--- src/rtl/div_issue_ctrl_if.sv ---
// Handshake bundle between the EX stage, the divider issue controller and the divider.
// The controller takes the slave view; the surrounding pipeline/divider take the master view.
interface div_issue_ctrl_if #(
    parameter int DATA_WIDTH = 32
);
    logic                    ex_div_valid_in;
    logic                    ex_signed_in;
    logic [DATA_WIDTH-1:0]   ex_rs_in;
    logic [DATA_WIDTH-1:0]   ex_rt_in;
    logic                    flush_in;
    logic                    stall_hold_in;
    logic [2*DATA_WIDTH-1:0] div_res_in;
    logic                    div_ready_in;
    logic                    div_start_out;
    logic                    div_cancel_out;
    logic                    div_signed_out;
    logic [DATA_WIDTH-1:0]   div_dived_out;
    logic [DATA_WIDTH-1:0]   div_div_out;
    logic                    stall_req_out;
    logic                    hilo_valid_out;
    logic [DATA_WIDTH-1:0]   hi_out;
    logic [DATA_WIDTH-1:0]   lo_out;
    logic                    timeout_err_out;

    modport slave (
        input  ex_div_valid_in, ex_signed_in, ex_rs_in, ex_rt_in, flush_in, stall_hold_in,
               div_res_in, div_ready_in,
        output div_start_out, div_cancel_out, div_signed_out, div_dived_out, div_div_out,
               stall_req_out, hilo_valid_out, hi_out, lo_out, timeout_err_out
    );

    modport master (
        output ex_div_valid_in, ex_signed_in, ex_rs_in, ex_rt_in, flush_in, stall_hold_in,
               div_res_in, div_ready_in,
        input  div_start_out, div_cancel_out, div_signed_out, div_dived_out, div_div_out,
               stall_req_out, hilo_valid_out, hi_out, lo_out, timeout_err_out
    );
endinterface

--- src/rtl/div_issue_ctrl.sv ---
// EX-stage requester for the multi-cycle divider: issues DIV/DIVU, stalls until the
// result returns, presents {HI,LO}, and aborts on flush or watchdog expiry.
module div_issue_ctrl #(
    parameter int DATA_WIDTH   = 32,
    parameter int TIMEOUT      = 48,
    parameter int DRAIN_CYCLES = 2
) (
    input logic             clk,
    input logic             rst_n,
    div_issue_ctrl_if.slave bus
);
    localparam int CNT_W   = $clog2(TIMEOUT);
    localparam int DRAIN_W = (DRAIN_CYCLES > 0) ? $clog2(DRAIN_CYCLES + 1) : 1;

    typedef enum logic [1:0] {IDLE, BUSY, DONE, DRAIN} state_t;

    state_t                state, state_nxt;
    logic [CNT_W-1:0]      busy_cnt;
    logic [DRAIN_W-1:0]    drain_cnt;
    logic                  start, cancel, signed_q, hilo_valid, timeout_err;
    logic [DATA_WIDTH-1:0] dived, divisor, hi, lo;
    logic                  issue, capture, abort, timeout_hit, stall_req;

    // NOTE: every signal written here gets a default first, so no path can infer a latch.
    always_comb begin
        state_nxt   = state;
        issue       = 1'b0;
        capture     = 1'b0;
        abort       = 1'b0;
        timeout_hit = 1'b0;
        stall_req   = 1'b0;
        case (state)
            IDLE: begin
                stall_req = bus.ex_div_valid_in && !bus.flush_in;
                if (stall_req && drain_cnt == '0) begin
                    issue     = 1'b1;
                    state_nxt = BUSY;
                end
            end
            BUSY: begin
                stall_req = 1'b1;
                // Flush beats a same-cycle ready; the watchdog only fires without ready.
                if (bus.flush_in) begin
                    abort     = 1'b1;
                    state_nxt = DRAIN;
                end else if (bus.div_ready_in) begin
                    capture   = 1'b1;
                    state_nxt = DONE;
                end else if (busy_cnt == CNT_W'(TIMEOUT - 1)) begin
                    abort       = 1'b1;
                    timeout_hit = 1'b1;
                    state_nxt   = DRAIN;
                end
            end
            DONE: begin
                if (!bus.stall_hold_in || bus.flush_in) state_nxt = IDLE;
            end
            DRAIN: begin
                stall_req = bus.ex_div_valid_in && !bus.flush_in;
                if (drain_cnt <= DRAIN_W'(1)) state_nxt = IDLE;
            end
            default: state_nxt = IDLE;
        endcase
    end

    // NOTE: sequential state uses non-blocking assignments so all flops update together.
    always_ff @(posedge clk) begin
        if (!rst_n) state <= IDLE;
        else        state <= state_nxt;
    end

    always_ff @(posedge clk) begin
        if (!rst_n) begin
            start       <= 1'b0;
            cancel      <= 1'b0;
            signed_q    <= 1'b0;
            dived       <= '0;
            divisor     <= '0;
            hi          <= '0;
            lo          <= '0;
            hilo_valid  <= 1'b0;
            timeout_err <= 1'b0;
            busy_cnt    <= '0;
            drain_cnt   <= '0;
        end else begin
            cancel      <= abort;
            timeout_err <= timeout_hit;

            if (issue) begin
                start    <= 1'b1;
                signed_q <= bus.ex_signed_in;
                dived    <= bus.ex_rs_in;
                divisor  <= bus.ex_rt_in;
                busy_cnt <= '0;
            end else if (state == BUSY) begin
                busy_cnt <= busy_cnt + CNT_W'(1);
            end

            if (capture) begin
                hi         <= bus.div_res_in[2*DATA_WIDTH-1:DATA_WIDTH];
                lo         <= bus.div_res_in[DATA_WIDTH-1:0];
                hilo_valid <= 1'b1;
                start      <= 1'b0;
            end

            // The divider's divide-by-zero path ignores cancel and only frees on start low.
            if (abort) begin
                start     <= 1'b0;
                drain_cnt <= DRAIN_W'(DRAIN_CYCLES);
            end else if (state == DRAIN && drain_cnt != '0) begin
                drain_cnt <= drain_cnt - DRAIN_W'(1);
            end

            if (state == DONE && state_nxt == IDLE) hilo_valid <= 1'b0;
        end
    end

    assign bus.div_start_out   = start;
    assign bus.div_cancel_out  = cancel;
    assign bus.div_signed_out  = signed_q;
    assign bus.div_dived_out   = dived;
    assign bus.div_div_out     = divisor;
    assign bus.stall_req_out   = rst_n && stall_req;
    assign bus.hilo_valid_out  = hilo_valid;
    assign bus.hi_out          = hi;
    assign bus.lo_out          = lo;
    assign bus.timeout_err_out = timeout_err;
endmodule

--- src/flat_wrapper.sv ---
// flat-port wrapper written by rule: the top's interface ports become plain ports
module div_issue_ctrl_flat 
#(
    parameter int DATA_WIDTH   = 32,
    parameter int TIMEOUT      = 48,
    parameter int DRAIN_CYCLES = 2
)
  (clk, rst_n, bus_ex_div_valid_in, bus_ex_signed_in, bus_ex_rs_in, bus_ex_rt_in, bus_flush_in, bus_stall_hold_in, bus_div_res_in, bus_div_ready_in, bus_div_start_out, bus_div_cancel_out, bus_div_signed_out, bus_div_dived_out, bus_div_div_out, bus_stall_req_out, bus_hilo_valid_out, bus_hi_out, bus_lo_out, bus_timeout_err_out);
  div_issue_ctrl_if #(.DATA_WIDTH(DATA_WIDTH)) bus_i ();
  input logic clk;
  input logic rst_n;
  input wire logic [$bits(bus_i.ex_div_valid_in)-1:0] bus_ex_div_valid_in;
  input wire logic [$bits(bus_i.ex_signed_in)-1:0] bus_ex_signed_in;
  input wire logic [$bits(bus_i.ex_rs_in)-1:0] bus_ex_rs_in;
  input wire logic [$bits(bus_i.ex_rt_in)-1:0] bus_ex_rt_in;
  input wire logic [$bits(bus_i.flush_in)-1:0] bus_flush_in;
  input wire logic [$bits(bus_i.stall_hold_in)-1:0] bus_stall_hold_in;
  input wire logic [$bits(bus_i.div_res_in)-1:0] bus_div_res_in;
  input wire logic [$bits(bus_i.div_ready_in)-1:0] bus_div_ready_in;
  output wire logic [$bits(bus_i.div_start_out)-1:0] bus_div_start_out;
  output wire logic [$bits(bus_i.div_cancel_out)-1:0] bus_div_cancel_out;
  output wire logic [$bits(bus_i.div_signed_out)-1:0] bus_div_signed_out;
  output wire logic [$bits(bus_i.div_dived_out)-1:0] bus_div_dived_out;
  output wire logic [$bits(bus_i.div_div_out)-1:0] bus_div_div_out;
  output wire logic [$bits(bus_i.stall_req_out)-1:0] bus_stall_req_out;
  output wire logic [$bits(bus_i.hilo_valid_out)-1:0] bus_hilo_valid_out;
  output wire logic [$bits(bus_i.hi_out)-1:0] bus_hi_out;
  output wire logic [$bits(bus_i.lo_out)-1:0] bus_lo_out;
  output wire logic [$bits(bus_i.timeout_err_out)-1:0] bus_timeout_err_out;
  assign bus_i.ex_div_valid_in = bus_ex_div_valid_in;
  assign bus_i.ex_signed_in = bus_ex_signed_in;
  assign bus_i.ex_rs_in = bus_ex_rs_in;
  assign bus_i.ex_rt_in = bus_ex_rt_in;
  assign bus_i.flush_in = bus_flush_in;
  assign bus_i.stall_hold_in = bus_stall_hold_in;
  assign bus_i.div_res_in = bus_div_res_in;
  assign bus_i.div_ready_in = bus_div_ready_in;
  assign bus_div_start_out = bus_i.div_start_out;
  assign bus_div_cancel_out = bus_i.div_cancel_out;
  assign bus_div_signed_out = bus_i.div_signed_out;
  assign bus_div_dived_out = bus_i.div_dived_out;
  assign bus_div_div_out = bus_i.div_div_out;
  assign bus_stall_req_out = bus_i.stall_req_out;
  assign bus_hilo_valid_out = bus_i.hilo_valid_out;
  assign bus_hi_out = bus_i.hi_out;
  assign bus_lo_out = bus_i.lo_out;
  assign bus_timeout_err_out = bus_i.timeout_err_out;
  div_issue_ctrl #(.DATA_WIDTH(DATA_WIDTH), .TIMEOUT(TIMEOUT), .DRAIN_CYCLES(DRAIN_CYCLES)) u_core (.clk(clk), .rst_n(rst_n), .bus(bus_i));
endmodule
--- config.mk ---
export PLATFORM = sky130hd
export DESIGN_NAME = div_issue_ctrl_flat
export DESIGN_NICKNAME = d
export VERILOG_FILES = /design/src/rtl/div_issue_ctrl_if.sv /design/src/rtl/div_issue_ctrl.sv /design/src/flat_wrapper.sv
export SDC_FILE = /design/constraint.sdc
export NUM_CORES = 1
export LEC_CHECK = 0
export ABC_AREA = 1
export BUFFER_PORTS_ARGS = -buffer_cell sky130_fd_sc_hd__clkbuf_2
export CAP_MARGIN = 15
export CORE_ASPECT_RATIO = 2
export CORE_MARGIN = 4
export CORE_UTILIZATION = 30
export DETAILED_ROUTE_END_ITERATION = 6
export PLACE_DENSITY = 0.62
export SLEW_MARGIN = 20
export SYNTH_ARGS = -nofsm -noshare
export SYNTH_HDL_FRONTEND = slang
export SYNTH_SLANG_ARGS = --single-unit
--- constraint.sdc ---
create_clock -name clk -period 1.69 [get_ports clk]
set_input_delay 0.2535 -clock clk [delete_from_list [all_inputs] [get_ports clk]]
set_output_delay 0.2535 -clock clk [all_outputs]
set_load 0.05 [all_outputs]
==> results of run 1 <==
cell usage after synthesis:
master,count
sky130_fd_sc_hd__xnor2_1,2
sky130_fd_sc_hd__nor3b_1,1
sky130_fd_sc_hd__nand3_1,7
sky130_fd_sc_hd__o21ai_0,83
sky130_fd_sc_hd__nand4_2,1
sky130_fd_sc_hd__buf_2,14
sky130_fd_sc_hd__xor2_1,1
sky130_fd_sc_hd__clkbuf_2,1
sky130_fd_sc_hd__buf_6,6
sky130_fd_sc_hd__nand2_2,1
sky130_fd_sc_hd__a21oi_1,71
sky130_fd_sc_hd__nor2_1,142
sky130_fd_sc_hd__o21ai_1,49
sky130_fd_sc_hd__nand3b_1,1
sky130_fd_sc_hd__nand2_1,23
sky130_fd_sc_hd__clkbuf_1,18
sky130_fd_sc_hd__buf_4,3
sky130_fd_sc_hd__nor3_1,1
sky130_fd_sc_hd__o21a_1,1
sky130_fd_sc_hd__a211oi_1,1
sky130_fd_sc_hd__dfxtp_1,143
sky130_fd_sc_hd__inv_2,3
sky130_fd_sc_hd__a211oi_2,1
sky130_fd_sc_hd__nand4_1,2
sky130_fd_sc_hd__inv_1,78
sky130_fd_sc_hd__ha_1,8
sky130_fd_sc_hd__nor3_4,1
sky130_fd_sc_hd__nor4_1,1
what timing repair did:
action | CTS | global route
cloned | 0 | 0
gates resized for setup | 4 | 2
endpoints found under the setup margin | 1 | 1
setup buffers | 0 | 0
pin swaps | 2 | 0
per-stage QoR:
stage	hold WS [ns]	cells
2_1_floorplan	0.3319	664
3_3_place_gp	0.4295	1117
3_5_place_dp	0.4330	1117
4_1_cts	0.03531	1149
5_1_grt	0.05054	1149
6_report	0.05734	1149
layer usage:
layer | vias up | part of all wire | track usage
li1 | 2657 | - | -
met1 | 2240 | 0.36 | 0.1644
met2 | 199 | 0.53 | 0.2742
met3 | 31 | 0.080 | 0.04555
met4 | 0 | 0.032 | 0.08516
met5 | - | 0 | 0
critical path, cell delays in order, from the launching register on:
cell,delay [ns]
sky130_fd_sc_hd__dfxtp_2,0.32
sky130_fd_sc_hd__inv_2,0.09
sky130_fd_sc_hd__ha_2,0.20
sky130_fd_sc_hd__inv_2,0.05
sky130_fd_sc_hd__buf_4,0.15
sky130_fd_sc_hd__a211oi_4,0.29
sky130_fd_sc_hd__buf_12,0.17
logic make-up after synthesis:
family	after synthesis	share of synthesized area
xor+xnor	3	0.004961
buf+inv	123	0.1013
fa+ha+maj	8	0.01890
flops	143	0.5404
compound gates	206	0.1970
simple gates	181	0.1375
layout make-up:
class                           instances  area share
Clock buffer                           20     0.06041
Timing Repair Buffer                  285      0.2082
Tap cell                              210     0.03476
Inverter                               81     0.04055
Clock inverter                         12     0.02085
Multi-Input combinational cell        398      0.2559
Sequential cell                       143      0.3793
sequential cells by signal, indices dropped and copies added (netlist names):
register,flops
u_core.bus.timeout_err_out,1
u_core.bus.div_cancel_out,1
u_core.busy_cnt,6
u_core.bus.div_start_out,1
u_core.bus.hilo_valid_out,1
u_core.bus.lo_out,32
u_core.state,2
u_core.bus.hi_out,32
u_core.bus.div_signed_out,1
u_core.bus.div_dived_out,32
u_core.bus.div_div_out,32
u_core.drain_cnt,2
final timing paths:
kind	from	to	slack, ns	cells after the start
worst max register to register	u_core.drain_cnt[1]$_SDFFE_PN0P_	u_core.bus.div_div_out[10]$_SDFFE_PN0P_	0.17	7
worst max-delay path	u_core.state[1]$_SDFF_PN0_	bus_stall_req_out	-0.24	6
worst min register to register	u_core.bus.div_dived_out[8]$_SDFFE_PN0P_	u_core.bus.div_dived_out[8]$_SDFFE_PN0P_	0.44	2
worst min-delay path	bus_div_res_in[49]	u_core.bus.hi_out[17]$_SDFFE_PN0P_	0.06	3
power by group:
group	internal, mW	total [mW]	switching, mW	leakage (nW)
clock network	2.41	3.90	1.48	0.293
logic	0.919	3.43	2.51	2.20
registers	3.83	4.05	0.219	1.17
total	7.16	11.4	4.22	3.66
==> results.txt, run 1 <==
The flow ran to the end, but the final reports show violations. The checks that failed: negative setup slack. The placed instance area is 6924 µm². The count of maximum capacitance violations came out at 0.

The full die area came out at 19,980 µm². The first-pass GRT wire length is 24,520 µm. The finished cells cover 7560 µm². The total core area came out at 17,270 µm².

The worst hold path belongs to the class primary input to flop. The HPWL after detailed placement is 11,580 µm. The number of endpoints with negative hold slack in the final report came out at 0. 0 antenna diodes ended up in the layout. At the placement stage, the worst setup path has a slack of 0.01297 ns.

The via density per instance came out at 4.462. The initial antenna violation count came out at 0. The cell sitting at the root of the clock tree is a sky130_fd_sc_hd__clkbuf_16. The count of unique library cells instantiated by Yosys came out at 28. The nature of the critical path endpoint is an output port. The congestion estimate from routability-driven global placement came to 0.8807. The total routing usage reported by global routing is 0.1569. The sequential cell area came out at 2868 µm². The number of detailed-routing iterations run before antenna repair is 4.

STA puts the critical path data required time at 1.44 ns. The initial utilization of the core area, before any placement, comes to 0.3067. The fraction of synthesized cell area taken by the top area cell type came out at 0.5404. The clock period minus final worst setup slack came out at 1.932 ns.

Counting the fill cells in the layout gives 1,777. In this run the static leakage power is 3.659 nW. The total power density per cell area came out at 1505 nW/µm². The via count of the first global-routing pass is 4,904.

The area used by multi-input combinational logic came out at 1934 µm². In the post-synthesis netlist, the biggest area contributors are sky130_fd_sc_hd__dfxtp_1 (54%), sky130_fd_sc_hd__nor2_1 (10%), sky130_fd_sc_hd__o21ai_0 (7.8%). The relative area change from synthesis to final layout came out at 42.70%. The worst setup skew after layout came out at 0.01334 ns. The count of nets left with antenna violations after detail routing is 0. Of the cells placed in the final design, the portion with a size suffix greater than 1 is 0.3514. The summed negative setup slack over all endpoints is -0.2418 ns.

The final layout contains routed wiring with a total length of 15,740 µm. The maximum achievable frequency came out at 517.7 MHz. CTS built an H-tree with a depth of 4.

The utilization after layout is 0.4377. Clock latency on the worst-skew pair, taken at its later pin, is 0.42 ns. The max-slew violation count is 0. Of the available clock period, the critical path in the final layout requires 1.143. The count of pins on the block boundary came out at 269. The count of final setup violators is 1. Clock-pin slew was measured on the worst setup and hold paths at 0.06 ns. The maximum number of pins on one net before global-route repair is 65.

After synthesis the netlist holds a flip-flop and latch count of 143. The total nets after synthesis is 807. The library cells used most frequently in the layout, excluding fill and tap cells, are sky130_fd_sc_hd__clkbuf_2 (266), sky130_fd_sc_hd__nor2_1 (142), sky130_fd_sc_hd__dfxtp_1 (141). The floorplan step set the die width to 102.0 µm.

The maximum fanout along the worst path is 3. The critical path is of the flop to output port type. Total power for the finished layout comes to 11.38 mW.

The post-route DRC violation count came out at 0. At the pin with the least slew margin, the transition time is 0.3509 ns. The netlist area before placement is 5298 µm². Leaving out fill and tap cells, the most frequent cell in the layout is sky130_fd_sc_hd__clkbuf_2. IR analysis of the VDD net gives a maximum drop of 0.6345 mV. For this design, the CTS-stage hold fixing added 0 buffers.

In this run the core area contains 68 standard-cell rows. The number of buffers created by CTS came out at 17. In the final routed layout, each cell accounts on average for 13.70 µm.

The chip height is 195.9 µm. The share of synthesized area occupied by flip-flops and latches came out at 0.5404. The clock tree buffer depth came out at 2. The headroom to the max-slew limit came out at 0.7670. The sink count of the clock tree is 143.

The detailed-route via count came out at 5,127. The final setup slack of the worst path is -0.2418 ns. Averaged over all synthesized cells, the footprint is 7.978 µm². The number of nets in the layout is 1,069.

The Yosys step of the flow raised 0 warnings. The number of buffers inserted by port buffering is 268. The synthesized design spends more area on one cell type than any other, namely sky130_fd_sc_hd__dfxtp_1. The count of mapped cells out of synthesis came out at 664. Setup repair after global routing could not meet its margin everywhere. The critical path data arrival time came out at 1.68 ns. The detailed router's first-iteration violation count came out at 70. TritonCTS built the clock tree.

The worst setup path is launched from a flop. For this run the aggregate overflow at the end of global routing stands at 0.
(Power assumes the default switching activity.)
==> inputs of run 2 (changes only) <==
--- a/config.mk
+++ b/config.mk
@@ -8,9 +8,10 @@
 export ABC_AREA = 1
 export BUFFER_PORTS_ARGS = -buffer_cell sky130_fd_sc_hd__clkbuf_2
 export CAP_MARGIN = 15
-export CORE_ASPECT_RATIO = 2
+export CORE_ASPECT_RATIO = 1.75
 export CORE_MARGIN = 4
 export CORE_UTILIZATION = 30
+export CTS_CLUSTER_SIZE = 12
 export DETAILED_ROUTE_END_ITERATION = 6
 export PLACE_DENSITY = 0.62
 export SLEW_MARGIN = 20
==> constraint.sdc (replaced) <==
create_clock -name clk -period 2.2 [get_ports clk]
set_input_delay 0.33 -clock clk [delete_from_list [all_inputs] [get_ports clk]]
set_output_delay 0.33 -clock clk [all_outputs]
set_load 0.05 [all_outputs]
==> results.txt, run 2 (synthesis results as in run 1) <==
The via density per instance came to 4.381 (was 4.462). The global-route congestion overflow total came to 0 (unchanged). The worst setup skew after layout was 0.009072 ns (was 0.01334 ns). The number of cells after detailed placement is 1,132 (was 1,117). The worst vdd rail ir drop came out at 0.4408 mV (was 0.6345 mV). The full die area is 19,930 µm² (was 19,980 µm²). The cell with the largest stage delay on the worst path is sky130_fd_sc_hd__dfxtp_1 (was sky130_fd_sc_hd__dfxtp_2).

The count of hold-fix buffers inserted at cts came out at 0 (unchanged). The number of cells upsized or downsized after cts came out at 2 (was 4). The fraction of layout cells with a size suffix above 1 came out at 0.3419 (was 0.3514).

The final-layout fill cell count came out at 1,837 (was 1,777). The number of detailed-routing iterations run before antenna repair came to 4 (unchanged). The placed instance area came out at 6844 µm² (was 6924 µm²). The clock network fraction of design power came out at 0.346 (was 0.343). The clock-pin slew reported for the worst setup and hold paths after clock tree synthesis is 0.06 ns (about the same).

The first-pass GRT wire length came out at 23,370 µm (was 24,520 µm). The total power of the final layout was 8.600 mW (was 11.38 mW). The classification of the worst-slack hold path is primary input to flop (unchanged).

The count of non-filler cells in the finished layout came to 1,164 (was 1,149). Run status: finished clean (was finished with violations). The maximum fanout along the worst path came to 4 (was 3). The maximum number of pins on one net before global-route repair came out at 87 (was 65). The HPWL after detailed placement is 10,850 µm (was 11,580 µm). The total core area was 17,460 µm² (was 17,270 µm²).

The leakage power total is 3.598 nW (was 3.659 nW). The headroom to the max-slew limit is 0.4947 (was 0.7670). The met1 routing resource usage after global routing came to 0.1525 (was 0.1644). The slew of the pin with the lowest slew margin came out at 0.7580 ns (was 0.3509 ns).

The via count of the first global-routing pass came out at 4,830 (was 4,904). The cell internal power dissipation was 5.388 mW (was 7.160 mW). The post-route DRC violation count came out at 0 (unchanged). The post-CTS setup buffer count was 0 (unchanged). The root buffer selected by CTS is sky130_fd_sc_hd__clkbuf_16 (unchanged). The initial antenna violation count is 0 (unchanged). Unrepaired setup endpoints after global routing: false (was true). The number of cells traversed by the worst hold path is 3 (unchanged).

The horizontal extent of the die came out at 108.5 µm (was 102.0 µm). The summed negative setup slack over all endpoints came out at 0 ns (was -0.2418 ns). The total length of routed wires is 15,020 µm (was 15,740 µm). The worst endpoint required time is 1.87 ns (was 1.44 ns). The count of nets left with antenna violations after detail routing was 0 (unchanged). The number of buffers inserted by port buffering is 268 (unchanged). The depth of the worst register-to-register path is 6 (was 7). The number of antenna repair diodes was 0 (unchanged). The max-slew violation count came out at 0 (unchanged). The cell area after layout came out at 7457 µm² (was 7560 µm²). The count of final setup violators came to 0 (was 1). Based on the critical path, the design can be clocked at up to 484.5 MHz. The maximum single-stage delay on the critical path came out at 0.36 ns (was 0.32 ns). The kind of critical path is flop to output port (unchanged). The average detailed-routed wire length per instance is 12.91 µm (was 13.70 µm).

The H-tree depth came out at 4 (unchanged). The switching share of power is 0.3734 (was 0.3707). The detailed-route via count is 5,099 (was 5,127).

Subtracting the final worst setup slack from the clock period gives 2.064 ns. The switching power of the nets came out at 3.211 mW (was 4.217 mW). The met2 global-route usage is 0.2700 (was 0.2742). The worst-skew pair later-pin latency came out at 0.42 ns (about the same).

The sink count of the clock tree is 143 (unchanged). The total power density per cell area is 1153 nW/µm² (was 1505 nW/µm²). Most frequent cells in the layout: sky130_fd_sc_hd__clkbuf_2 (266), sky130_fd_sc_hd__nor2_1 (142), sky130_fd_sc_hd__dfxtp_1 (142) (was sky130_fd_sc_hd__clkbuf_2 (266), sky130_fd_sc_hd__nor2_1 (142), sky130_fd_sc_hd__dfxtp_1 (141)).

The initial cell density of the core came out at 0.3035 (was 0.3067). The chip height was 183.8 µm (was 195.9 µm). Cell-by-cell listing of the critical path: inv_1 > ha_1 > nand3b_1 > a211oi_2 > buf_4 (was inv_2 > ha_2 > inv_2 > buf_4 > a211oi_4 > buf_12). The share of the cycle needed by the critical path after routing came out at 0.9382. The layer with the highest usage is met2 (unchanged). The global placement routability congestion is 0.8078 (was 0.8807).

The worst hold margin is 0.1277 ns (was 0.05734 ns). The count of standard-cell rows is 64 (was 68). The CTS tree was built (unchanged). The clock tree buffer depth came out at 2 (unchanged). The kind of start point of the critical path is a flop (unchanged). The nature of the critical path endpoint is an output port (unchanged).

The part of the total power dissipated in sequential elements was 0.363 (was 0.356). The share of total power in combinational logic was 0.291 (was 0.302). The critical path data arrival time came to 1.73 ns (was 1.68 ns). The detailed router's first-iteration violation count is 219 (was 70). The count of pins on the block boundary is 269 (unchanged). The leading cell type in the layout, fill and taps excluded is sky130_fd_sc_hd__clkbuf_2 (unchanged). The number of nets in the layout is 1,063 (was 1,069). The number of endpoints with negative hold slack in the final report was 0 (unchanged). The met3 global-route usage came out at 0.04991 (was 0.04555). The relative area change from synthesis to final layout was 40.77% (was 42.70%). The total routing usage reported by global routing is 0.1492 (was 0.1569).

The count of maximum capacitance violations is 0 (unchanged). The number of buffers created by CTS was 17 (unchanged).
==> run 2: per-layer routing <==
layer / vias up / part of all wire
met1: 2236 / 0.38
met2: 193 / 0.52
met4: 0 / 0.025
met5: - / 0
met3: 30 / 0.081
li1: 2640 / -
==> run 2: through the flow <==
stage            util  worst slack, ns
6_report       0.4272           0.1360
5_1_grt        0.4272         0.004589
4_1_cts        0.4270          0.02873
3_5_place_dp   0.3921           0.3288
3_3_place_gp   0.3921           0.3572
2_1_floorplan       -           0.2544
==> run 2: path summary, 6_finish.rpt <==
path / startpoint / end / slack, ns
setup / recovery: u_core.state[0]$_SDFF_PN0_ / bus_stall_req_out / 0.14
hold reg to reg: u_core.bus.div_div_out[12]$_SDFFE_PN0P_ / u_core.bus.div_div_out[12]$_SDFFE_PN0P_ / 0.44
setup reg to reg: u_core.drain_cnt[1]$_SDFFE_PN0P_ / u_core.bus.div_dived_out[9]$_SDFFE_PN0P_ / 0.38
hold / removal: bus_div_res_in[14] / u_core.bus.lo_out[14]$_SDFFE_PN0P_ / 0.13
==> run 2: critical path, delay by kind of cell, from the launching register on <==
family	cells	cell delay (ns)
flops	1	0.36
buf+inv	2	0.33
fa+ha+maj	1	0.29
compound gates	1	0.19
simple gates	1	0.17
==> run 2: area by class of cell <==
class	count	area, µm²	area share
sequential	143	2864	0.3841
multi-input combinational	398	1914	0.2567
timing repair buffer	279	1479	0.1983
clock buffer	20	446.7	0.05990
inverter	81	304.0	0.04077
tap	231	289.0	0.03876
clock inverter	12	160.2	0.02148
==> run 2: power by group through the flow <==
stage	registers (mW)	logic [mW]	clock network, mW
CTS	3.12	2.53	3.07
detailed placement	3.17	2.52	0
finish	3.12	2.50	2.97
global placement	3.16	2.51	0
global route	3.16	2.71	3.18
floorplan	4.27	0.759	0
==> inputs of run 3 (changes only) <==
--- a/config.mk
+++ b/config.mk
@@ -14,7 +14,6 @@
 export CTS_CLUSTER_SIZE = 12
 export DETAILED_ROUTE_END_ITERATION = 6
 export PLACE_DENSITY = 0.62
-export SLEW_MARGIN = 20
 export SYNTH_ARGS = -nofsm -noshare
 export SYNTH_HDL_FRONTEND = slang
 export SYNTH_SLANG_ARGS = --single-unit
==> constraint.sdc (replaced) <==
create_clock -name clk -period 2.2 [get_ports clk]
set_input_delay 0.55 -clock clk [delete_from_list [all_inputs] [get_ports clk]]
set_output_delay 0.55 -clock clk [all_outputs]
set_load 0.05 [all_outputs]
==> results.txt, run 3 (synthesis results as in run 1) <==
Run status: finished clean (unchanged). The slew of the pin with the lowest slew margin came out at 0.5266 ns (was 0.7580 ns). The kind of start point of the critical path is a flop (unchanged). The via density per instance is 4.346 (was 4.381). The count of hold-fix buffers inserted at cts came out at 0 (unchanged). The count of nets left with antenna violations after detail routing came out at 0 (unchanged). The headroom to the max-slew limit was 0.6490 (was 0.4947). The worst endpoint required time is 1.65 ns (was 1.87 ns). The number of cells after detailed placement is 1,134 (was 1,132). The total core area is 17,460 µm² (unchanged). The classification of the worst-slack hold path is primary input to flop (unchanged). The full die area is 19,930 µm² (unchanged).

The count of final setup violators is 0 (unchanged). The clock tree buffer depth was 2 (unchanged). The count of non-filler cells in the finished layout was 1,169 (was 1,164). The number of antenna repair diodes came out at 0 (unchanged). The initial antenna violation count came out at 0 (unchanged). The placed instance area is 6874 µm² (was 6844 µm²). The sink count of the clock tree was 143 (unchanged).

The worst vdd rail ir drop was 0.4410 mV (was 0.4408 mV). The clock period minus final worst setup slack is 2.189 ns (was 2.064 ns). The critical path data arrival time came out at 1.64 ns (was 1.73 ns). The via count of the first global-routing pass came out at 4,831 (was 4,830). The number of buffers created by CTS came out at 17 (unchanged).

Unrepaired setup endpoints after global routing: true (was false). The CTS tree is built (unchanged). The clock-pin slew reported for the worst setup and hold paths after clock tree synthesis came to 0.06 ns (about the same). The nature of the critical path endpoint was an output port (unchanged). The cell area after layout came out at 7566 µm² (was 7457 µm²). The kind of critical path is flop to output port (unchanged). The maximum fanout along the worst path came out at 3 (was 4).

The maximum achievable frequency came out at 456.9 MHz (was 484.5 MHz). The global placement routability congestion is 0.7908 (was 0.8078). The H-tree depth is 4 (unchanged). The initial cell density of the core came out at 0.3035 (unchanged). The worst setup timing slack at the placement stage is 0.2978 ns (was 0.3288 ns). The number of detailed-routing iterations run before antenna repair came out at 4 (unchanged). The worst hold margin came to 0.3550 ns (was 0.1277 ns). The average detailed-routed wire length per instance came out at 12.81 µm (was 12.91 µm). The detailed-route via count is 5,081 (was 5,099). The total routing usage reported by global routing is 0.1459 (was 0.1492).

The share of the cycle needed by the critical path after routing came out at 0.9948 (was 0.9382). The maximum number of pins on one net before global-route repair came out at 133 (was 87). The leading cell type in the layout, fill and taps excluded is sky130_fd_sc_hd__clkbuf_2 (unchanged). The count of standard-cell rows came out at 64 (unchanged). The count of pins on the block boundary came out at 269 (unchanged). The fraction of layout cells with a size suffix above 1 came out at 0.3507 (was 0.3419). The first-pass GRT wire length came out at 23,170 µm (was 23,370 µm). The global-route congestion overflow total came out at 0 (unchanged). The relative area change from synthesis to final layout came out at 42.82% (was 40.77%).

The total power density per cell area came out at 1162 nW/µm² (was 1153 nW/µm²). The chip height is 183.8 µm (unchanged). The worst-skew pair later-pin latency is 0.41 ns (was 0.42 ns). The count of maximum capacitance violations came out at 0 (unchanged). The number of endpoints with negative hold slack in the final report is 0 (unchanged). The detailed router's first-iteration violation count came out at 273 (was 219).

The max-slew violation count came out at 0 (unchanged). The post-route DRC violation count is 0 (unchanged). The leakage power total came out at 3.652 nW (was 3.598 nW). The worst setup skew after layout was 0.008793 ns (was 0.009072 ns). The HPWL after detailed placement is 10,720 µm (was 10,850 µm). The number of buffers inserted by port buffering came out at 268 (unchanged). Most frequent cells in the layout: sky130_fd_sc_hd__clkbuf_2 (266), sky130_fd_sc_hd__nor2_1 (142), sky130_fd_sc_hd__dfxtp_1 (141) (was sky130_fd_sc_hd__clkbuf_2 (266), sky130_fd_sc_hd__nor2_1 (142), sky130_fd_sc_hd__dfxtp_1 (142)). The number of nets in the layout is 1,069 (was 1,063). The total length of routed wires was 14,980 µm (was 15,020 µm). The final setup slack of the worst path is 0.01135 ns (was 0.1360 ns). The horizontal extent of the die was 108.5 µm (unchanged). The root buffer selected by CTS is sky130_fd_sc_hd__clkbuf_16 (unchanged).
[run 3: cell count changes in the layout (fill, tap and decap cells not counted), moves of 2 or more]
cell and delta:
sky130_fd_sc_hd__inv_1 -2, sky130_fd_sc_hd__inv_6 -2, sky130_fd_sc_hd__clkinvlp_4 -2, sky130_fd_sc_hd__ha_1 -2, sky130_fd_sc_hd__clkbuf_8 +2, sky130_fd_sc_hd__buf_4 +5
[run 3: worst paths after layout]
path | startpoint | to | slack [ns] | cells past startpoint
hold reg to reg | u_core.bus.div_div_out[16]$_SDFFE_PN0P_ | u_core.bus.div_div_out[16]$_SDFFE_PN0P_ | 0.44 | 2
hold / removal | bus_div_res_in[38] | u_core.bus.hi_out[6]$_SDFFE_PN0P_ | 0.36 | 3
setup / recovery | u_core.state[1]$_SDFF_PN0_ | bus_stall_req_out | 0.01 | 5
setup reg to reg | u_core.state[1]$_SDFF_PN0_ | u_core.bus.hi_out[28]$_SDFFE_PN0P_ | 0.38 | 9
[run 3: timing repair]
action                     in CTS  in global routing
pin swaps                       2                  1
gates resized for setup         6                  3
setup endpoints to repair       1                  1
buffers inserted                4                  0
hold endpoints to repair        0                  0
[run 3: final cells by class]
type | count | area (µm²)
fill | 1817 | 9891
sequential | 143 | 2865
multi-input combinational | 398 | 1937
timing repair buffer | 285 | 1536
clock buffer | 22 | 474.2
inverter | 81 | 306.5
tap | 231 | 289.0
clock inverter | 9 | 157.7
[run 3: metrics by stage]
step | util | setup TNS, ns | total power, mW
2_1_floorplan | - | 0 | 5.031
3_3_place_gp | 0.3938 | 0 | 5.685
3_5_place_dp | 0.3938 | 0 | 5.705
4_1_cts | 0.4327 | -0.03344 | 8.904
5_1_grt | 0.4334 | -0.05250 | 9.211
6_report | 0.4334 | 0 | 8.790
[run 3: power by group]
group,internal [mW],switching (mW),leakage (nW)
Sequential,2.94,0.165,1.17
Clock,1.99,1.09,0.302
Combinational,0.688,1.92,2.18
Total,5.61,3.18,3.65
[run 3: critical path, stage by stage, from the launching register on]
cell and delay, ns:
sky130_fd_sc_hd__dfxtp_2 0.33, sky130_fd_sc_hd__inv_2 0.05, sky130_fd_sc_hd__ha_4 0.22, sky130_fd_sc_hd__nand3b_1 0.19
sky130_fd_sc_hd__a211oi_4 0.26, sky130_fd_sc_hd__buf_12 0.17
[run 3: layer usage]
metal | part of all wire | global-route usage | routed length, µm
met1 | 0.39 | 0.1571 | 5844
met2 | 0.51 | 0.2621 | 7670
met3 | 0.078 | 0.04148 | 1165
met4 | 0.020 | 0.06218 | 297
met5 | 0 | 0 | 0
